File: config.mk
export PLATFORM = sky130hd
export DESIGN_NAME = gradient_stream_unit
export DESIGN_NICKNAME = d
export VERILOG_FILES = /design/src/rtl/gradient_pkg.sv /design/src/rtl/gradient_row_calc.sv /design/src/rtl/gradient_stream_unit.sv
export SDC_FILE = /design/constraint.sdc
export NUM_CORES = 2
export LEC_CHECK = 0
export CAP_MARGIN = 20
export CORE_MARGIN = 2
export CORE_UTILIZATION = 45
export DETAILED_ROUTE_END_ITERATION = 7
export PLACE_DENSITY = 0.7
export SYNTH_ARGS = -nofsm -noshare
export SYNTH_HDL_FRONTEND = slang
export SYNTH_SLANG_ARGS = --single-unit
File: constraint.sdc
create_clock -name clk -period 3.14 [get_ports clk]
set_input_delay 0.471 -clock clk [delete_from_list [all_inputs] [get_ports clk]]
set_output_delay 0.471 -clock clk [all_outputs]
set_load 0.05 [all_outputs]
File: src/rtl/gradient_pkg.sv
// Shared types and helpers for the gradient stream unit (optional build macro: GRADIENT_HALF_EN).
package gradient_pkg;

  localparam int unsigned PIX_MAX = 64;

  typedef enum logic [1:0] {
    FILL0  = 2'd0,
    FILL1  = 2'd1,
    STREAM = 2'd2
  } state_e;

  // Exact difference of two zero-extended pixels; callers keep the low PIX_W+1 bits.
  function automatic logic [PIX_MAX:0] pix_diff(input logic [PIX_MAX-1:0] a,
                                                input logic [PIX_MAX-1:0] b);
    return {1'b0, a} - {1'b0, b};
  endfunction

  function automatic int unsigned pix_lsb(input int unsigned idx, input int unsigned w);
    return idx * w;
  endfunction

endpackage

File: src/rtl/gradient_row_calc.sv
// Combinational SIDE-wide Ix/Iy/It row from the 3-row window and the incoming row.
// GRADIENT_HALF_EN halves Ix and Iy with an arithmetic shift.
module gradient_row_calc
  import gradient_pkg::*;
#(
  parameter  int SIDE     = 3,
  parameter  int PIX_W    = 32,
  localparam int OUT_W    = PIX_W + 1,
  localparam int ROW_BITS = (SIDE + 2) * PIX_W
) (
  input  logic [ROW_BITS-1:0]   prev,
  input  logic [ROW_BITS-1:0]   mid,
  input  logic [ROW_BITS-1:0]   mid_nxt,
  input  logic [ROW_BITS-1:0]   cur,
  output logic [SIDE*OUT_W-1:0] ix,
  output logic [SIDE*OUT_W-1:0] iy,
  output logic [SIDE*OUT_W-1:0] it
);

  for (genvar j = 0; j < SIDE; j++) begin : g_col
    localparam int C = j + 1;
    logic signed [OUT_W-1:0] ix_raw;
    logic signed [OUT_W-1:0] iy_raw;
    logic signed [OUT_W-1:0] it_raw;

    assign ix_raw = OUT_W'(pix_diff(PIX_MAX'(mid[pix_lsb(C+1, PIX_W) +: PIX_W]),
                                    PIX_MAX'(mid[pix_lsb(C-1, PIX_W) +: PIX_W])));
    assign iy_raw = OUT_W'(pix_diff(PIX_MAX'(cur[pix_lsb(C, PIX_W) +: PIX_W]),
                                    PIX_MAX'(prev[pix_lsb(C, PIX_W) +: PIX_W])));
    assign it_raw = OUT_W'(pix_diff(PIX_MAX'(mid_nxt[pix_lsb(C, PIX_W) +: PIX_W]),
                                    PIX_MAX'(mid[pix_lsb(C, PIX_W) +: PIX_W])));

`ifdef GRADIENT_HALF_EN
    assign ix[pix_lsb(j, OUT_W) +: OUT_W] = ix_raw >>> 1;
    assign iy[pix_lsb(j, OUT_W) +: OUT_W] = iy_raw >>> 1;
`else
    assign ix[pix_lsb(j, OUT_W) +: OUT_W] = ix_raw;
    assign iy[pix_lsb(j, OUT_W) +: OUT_W] = iy_raw;
`endif
    assign it[pix_lsb(j, OUT_W) +: OUT_W] = it_raw;
  end

  // Border columns only feed Ix through mid; elsewhere they are not needed.
  logic unused_edges;
  assign unused_edges = ^{prev[0 +: PIX_W], prev[(SIDE+1)*PIX_W +: PIX_W],
                          mid_nxt[0 +: PIX_W], mid_nxt[(SIDE+1)*PIX_W +: PIX_W],
                          cur[0 +: PIX_W], cur[(SIDE+1)*PIX_W +: PIX_W]};

endmodule

File: src/rtl/gradient_stream_unit.sv
// Streaming tile gradient engine: 3-row window, fill/stream FSM, registered output row.
// Build macro GRADIENT_HALF_EN selects halved Ix/Iy (see gradient_row_calc).
module gradient_stream_unit
  import gradient_pkg::*;
#(
  parameter  int SIDE     = 3,
  parameter  int PIX_W    = 32,
  localparam int OUT_W    = PIX_W + 1,
  localparam int ROW_W    = (SIDE > 1) ? $clog2(SIDE) : 1,
  localparam int ROW_BITS = (SIDE + 2) * PIX_W
) (
  input  logic                  clk,
  input  logic                  reset,
  input  logic                  in_val,
  output logic                  in_rdy,
  input  logic [ROW_BITS-1:0]   in_cur,
  input  logic [ROW_BITS-1:0]   in_nxt,
  output logic                  out_val,
  input  logic                  out_rdy,
  output logic [SIDE*OUT_W-1:0] out_ix,
  output logic [SIDE*OUT_W-1:0] out_iy,
  output logic [SIDE*OUT_W-1:0] out_it,
  output logic [ROW_W-1:0]      out_row,
  output logic                  out_last
);

  localparam int               CNT_W     = $clog2(SIDE + 2);
  localparam logic [CNT_W-1:0] LAST_ROW  = CNT_W'(SIDE + 1);
  localparam logic [CNT_W-1:0] FIRST_OUT = CNT_W'(2);

  state_e                 state_q, state_d;
  logic [CNT_W-1:0]       row_cnt_q, row_cnt_d;
  logic [ROW_BITS-1:0]    prev_q, prev_d, mid_q, mid_d, mid_nxt_q, mid_nxt_d;
  logic                   out_val_q, out_val_d, out_last_q, out_last_d;
  logic [ROW_W-1:0]       out_row_q, out_row_d;
  logic [SIDE*OUT_W-1:0]  out_ix_q, out_ix_d, out_iy_q, out_iy_d, out_it_q, out_it_d;
  logic [SIDE*OUT_W-1:0]  calc_ix, calc_iy, calc_it;
  logic                   accept, emit, tile_end;

  // Handshake: a row moves on a clk edge with val && rdy; a new input row may be
  // taken while the held output drains, and outputs stay frozen while out_val && !out_rdy.
  assign in_rdy = !out_val_q || out_rdy;
  assign accept = in_val && in_rdy;

  always_ff @(posedge clk) begin
    if (!reset) state_q <= FILL0;
    else        state_q <= state_d;
  end

  always_comb begin
    state_d = state_q;
    if (accept) begin
      unique case (state_q)
        FILL0:   state_d = FILL1;
        FILL1:   state_d = STREAM;
        STREAM:  if (row_cnt_q == LAST_ROW) state_d = FILL0;
        default: state_d = FILL0;
      endcase
    end
  end

  always_comb begin
    emit     = accept && (state_q == STREAM);
    tile_end = emit && (row_cnt_q == LAST_ROW);
  end

  gradient_row_calc #(.SIDE(SIDE), .PIX_W(PIX_W)) u_row_calc (
    .prev    (prev_q),
    .mid     (mid_q),
    .mid_nxt (mid_nxt_q),
    .cur     (in_cur),
    .ix      (calc_ix),
    .iy      (calc_iy),
    .it      (calc_it)
  );

  always_comb begin
    row_cnt_d  = row_cnt_q;
    prev_d     = prev_q;
    mid_d      = mid_q;
    mid_nxt_d  = mid_nxt_q;
    out_val_d  = out_val_q;
    out_last_d = out_last_q;
    out_row_d  = out_row_q;
    out_ix_d   = out_ix_q;
    out_iy_d   = out_iy_q;
    out_it_d   = out_it_q;
    if (accept) begin
      row_cnt_d = tile_end ? '0 : row_cnt_q + CNT_W'(1);
      prev_d    = mid_q;
      mid_d     = in_cur;
      mid_nxt_d = in_nxt;
    end
    if (emit) begin
      out_val_d  = 1'b1;
      out_last_d = tile_end;
      out_row_d  = ROW_W'(row_cnt_q - FIRST_OUT);
      out_ix_d   = calc_ix;
      out_iy_d   = calc_iy;
      out_it_d   = calc_it;
    end else if (out_rdy) begin
      out_val_d = 1'b0;
    end
  end

  always_ff @(posedge clk) begin
    if (!reset) begin
      row_cnt_q  <= '0;
      prev_q     <= '0;
      mid_q      <= '0;
      mid_nxt_q  <= '0;
      out_val_q  <= 1'b0;
      out_last_q <= 1'b0;
      out_row_q  <= '0;
      out_ix_q   <= '0;
      out_iy_q   <= '0;
      out_it_q   <= '0;
    end else begin
      row_cnt_q  <= row_cnt_d;
      prev_q     <= prev_d;
      mid_q      <= mid_d;
      mid_nxt_q  <= mid_nxt_d;
      out_val_q  <= out_val_d;
      out_last_q <= out_last_d;
      out_row_q  <= out_row_d;
      out_ix_q   <= out_ix_d;
      out_iy_q   <= out_iy_d;
      out_it_q   <= out_it_d;
    end
  end

  assign out_val  = out_val_q;
  assign out_last = out_last_q;
  assign out_row  = out_row_q;
  assign out_ix   = out_ix_q;
  assign out_iy   = out_iy_q;
  assign out_it   = out_it_q;

endmodule

==> results.sh <==
export IMPL_power_density_nw_per_um2=508.8
export IMPL_syn2layout_area_growth_pct=30.49
export IMPL_netlist_instances=5105
export IMPL_io_buffers=561
export IMPL_die_h_um=294.9
export IMPL_end_kind="register"
export IMPL_synth_seq_cells=658
export IMPL_yosys_top_cells_area="dfxtp_1 35%, nand2_1 11%, a21oi_1 10%, ha_1 9.5%, a21o_1 3.3%"
export IMPL_antenna_left=0
export IMPL_dpl_cell_count=6839
export IMPL_synthAdderAreaFrac_pct=10.00
export IMPL_synth_compound_area_share_pct=24.26
export IMPL_holdWs_ps=281.6
export IMPL_vias_per_cell=5.563
export IMPL_fillers=7638
export IMPL_netlist_area_um2=38080
export IMPL_clk_pin_slew_worst_paths_ps=60
export IMPL_final_util_pct=59.38
export IMPL_clockPowerShare_pct=37.2
export IMPL_slew_violations=0
export IMPL_boundaryPins=626
export IMPL_report_final_hold_viol_count=0
export IMPL_initial_core_util_pct=45.50
export IMPL_setup_violations=0
export IMPL_firstDrtPassIters=5
export IMPL_avgSynthCellArea_um2=7.460
export IMPL_htreeDepth=3
export IMPL_synth_top_family_by_area="compound AO/OA/AOI/OAI gates"
export IMPL_wire_per_inst_um=20.42
export IMPL_antenna_found_initial=7
export IMPL_grt_pass1_wl_um=212700
export IMPL_synth_largest_area_cell="dfxtp_1"
export IMPL_synth_top_area_share_pct=34.59
export IMPL_cp_start_kind="register"
export IMPL_cts_tree="yes"
export IMPL_r2r_start="mid_q[33]"
export IMPL_post_route_period_util_pct=97.88
export IMPL_clk_path_buf_depth=3
export IMPL_internal_power_mw=17.15
export IMPL_core_area_um2=83690
export IMPL_worstPathRequired_ps=3640
export IMPL_clock_sinks=658
export IMPL_vias=38842
export IMPL_grt_overflow=0
export IMPL_power_mw=25.28
export IMPL_cts_root_buf="clkbuf_16"
export IMPL_relSlewSlack_pct=39.14
export IMPL_core_rowCount=106
export IMPL_drv_cap=0
export IMPL_drt_initial_drc_count=3076
export IMPL_r2r_end="out_ix[62]"
export IMPL_ys_seq_area_share_pct=34.59
export IMPL_worstSetupPathType="register to register"
export IMPL_swShare_pct=32.18
export IMPL_skew_ps=31.41
export IMPL_min_path_type="input pin to register"
export IMPL_tightest_slew_ps=912.9
export IMPL_ys_types=87
export IMPL_async_flop_share_pct=0
export IMPL_switchingPower_mw=8.137
export IMPL_syn_num_nets=5728
export IMPL_worst_path_max_fanout=4
export IMPL_fmaxAchievable_mhz=325.4
export IMPL_synth_xor_area_share_pct=4.508
export IMPL_cts_buffers=76
export IMPL_gp_congestion=1.026
export IMPL_period_minus_slack_ps=3073
export IMPL_status="finished, final reports clean"
export IMPL_worst_skew_pair_late_latency_ps=630
export IMPL_whs_endpoint="out_ix[97]"
export IMPL_wl_um=142500
export IMPL_grt_usage_pct=31.65
export IMPL_synth_simple_area_share_pct=20.33
export IMPL_yosys_warnings=0
export IMPL_hold_depth=3
export IMPL_crit_arrival_ps=3570
export IMPL_final_instance_count_excl_fill=6982
export IMPL_peakVddDrop_uv=360.4
export IMPL_r2r_cells=12
export IMPL_p_comb_share_pct=27.1
export IMPL_r2r_slack_ps=70
export IMPL_leakagePower_nw=20.27
export IMPL_die_w_um=294.9
export IMPL_grt_max_degree=151
export IMPL_synth_edf_count=0
export IMPL_ys_flop_type="dfxtp_1"
export IMPL_hold_start="reset"
export IMPL_die_area_um2=86970
export IMPL_final_nets=6408
export IMPL_tns_ps=0
export IMPL_first_global_vias=36452
export IMPL_layout_drive_gt1_share_pct=9.430
export IMPL_dpl_hpwl_um=109300
export IMPL_grt_setup_unrepaired="true"
export IMPL_seqPwrFrac_pct=35.6
export IMPL_muxShareOfSynthArea_pct=0.4501
export IMPL_cts_hold_fix_buffers=0
export IMPL_drc=0
## worst max path at each step
stage                     from          to  slack, ps
CTS                  mid_q[65]  out_ix[97]          1
finish               mid_q[33]  out_ix[62]         70
detailed placement  in_cur[96]  out_iy[98]       -610
global placement    in_cur[96]  out_iy[98]       -660
floorplan           in_cur[96]  out_iy[98]        130
global route         mid_q[32]  out_it[32]        -30
## cell type report
type,instances,area [um^2],share of cell area [%]
repair buffers,885,8315,16.73
flip-flops and latches,658,13190,26.54
diodes,5,12.51,0.02518
clock inverters,34,480.5,0.9669
well taps,1134,1419,2.855
inverters,309,1167,2.349
multi-input cells,3855,22990,46.26
clock buffers,102,2121,4.268
## what timing repair did
| action | 4_1_cts | 5_1_grt |
|---|---|---|
| setup buffers | 1 | 1 |
| setup endpoints to repair | 28 | 61 |
| pin swaps | 4 | 20 |
| gates resized for setup | 20 | 64 |
| endpoints found under the hold margin | 0 | 0 |
## through the flow
| step | area (um^2) | worst slack, ps |
|---|---|---|
| after floorplan | 38080 | 131.2 |
| after global placement | 46770 | -656.3 |
| after detailed placement | 46770 | -613.7 |
| after CTS | 49440 | 1.500 |
| after global routing | 49690 | -25.15 |
| final | 49690 | 66.68 |
## worst max-delay path, stage by stage, from the launching register on
cell,delay [ps]
dfxtp_2,420
inv_1,90
ha_1,280
nor2b_1,130
o21ai_1,190
o21ai_1,140
a221oi_1,350
buf_4,180
o31a_1,190
o21ai_0,170
a311oi_1,290
xor2_1,380
o21ai_0,120
## per-layer routing
metal / track usage, % / wire [um] / part of all wire [%]
met1: 40.60 / 60660 / 43
met2: 52.91 / 66460 / 47
met4: 13.90 / 6249 / 4.4
met5: 0 / 23 / 0.016
met3: 4.366 / 9145 / 6.4
## synthesized netlist by cell type, types with 6 or more instances
cell type     n
nand2_1    1152
a21oi_1     764
dfxtp_1     658
inv_1       309
ha_1        290
clkbuf_1    250
o21ai_0     243
nor2_1      218
a21o_1      166
nand3_1     105
xnor2_1     104
xor2_1       92
a211oi_1     58
nand4_1      54
nor3_1       53
nor2b_1      43
a31oi_1      40
o21a_1       40
and3_1       34
o21bai_1     34
buf_1        28
nand2b_1     27
and2_1       26
or3_1        26
o31ai_1      25
o211ai_1     22
mux2i_1      16
o21ai_1      12
a41oi_1      10
nand3b_1     10
nor4_1       10
a21boi_0      9
fa_1          9
o31a_1        9
or2_2         9
a221o_1       8
a31o_2        8
a211o_1       7
nand4b_1      7
and4_1        6
o2111ai_1     6
or4_1         6
## flip-flops by register name, indices dropped and copies added, names as in the netlist
register	count
out_val	1
mid_nxt_q	96
out_row	2
row_cnt_q	3
out_last	1
prev_q	96
out_it	99
state_q	2
out_iy	99
out_ix	99
mid_q	160
## placed cells by master, fill, tap and decap left out, drive strengths merged, types with 54 or more instances in the layout
master         count
nand2           1152
a21oi            764
dfxtp            658
clkdlybuf4s50    560
buf              325
inv              314
ha               290
o21ai            256
nor2             218
a21o             166
nand3            107
xnor2            104
clkbuf           102
xor2              92
a211oi            58
nand4             54
nor3              54
## power groups by stage
| stage | combinational [mW] | clock, mW | sequential [mW] |
|---|---|---|---|
| floorplan | 3.84 | 0 | 9.43 |
| global placement | 6.60 | 0 | 9.17 |
| detailed placement | 6.62 | 0 | 9.18 |
| CTS | 6.70 | 9.54 | 9.00 |
| global route | 7.44 | 9.85 | 9.03 |
| finish | 6.86 | 9.42 | 9.01 |
## cells by family after synthesis
kind of cell / count (synthesis)
flip-flops: 658
AO/OA/AOI/OAI: 1542
buffers and inverters: 592
multiplexers: 17
adder cells (fa/ha/maj): 299
AND/OR/NAND/NOR: 1801
XOR/XNOR: 196
Note: power is estimated with default switching activity, not from simulation.
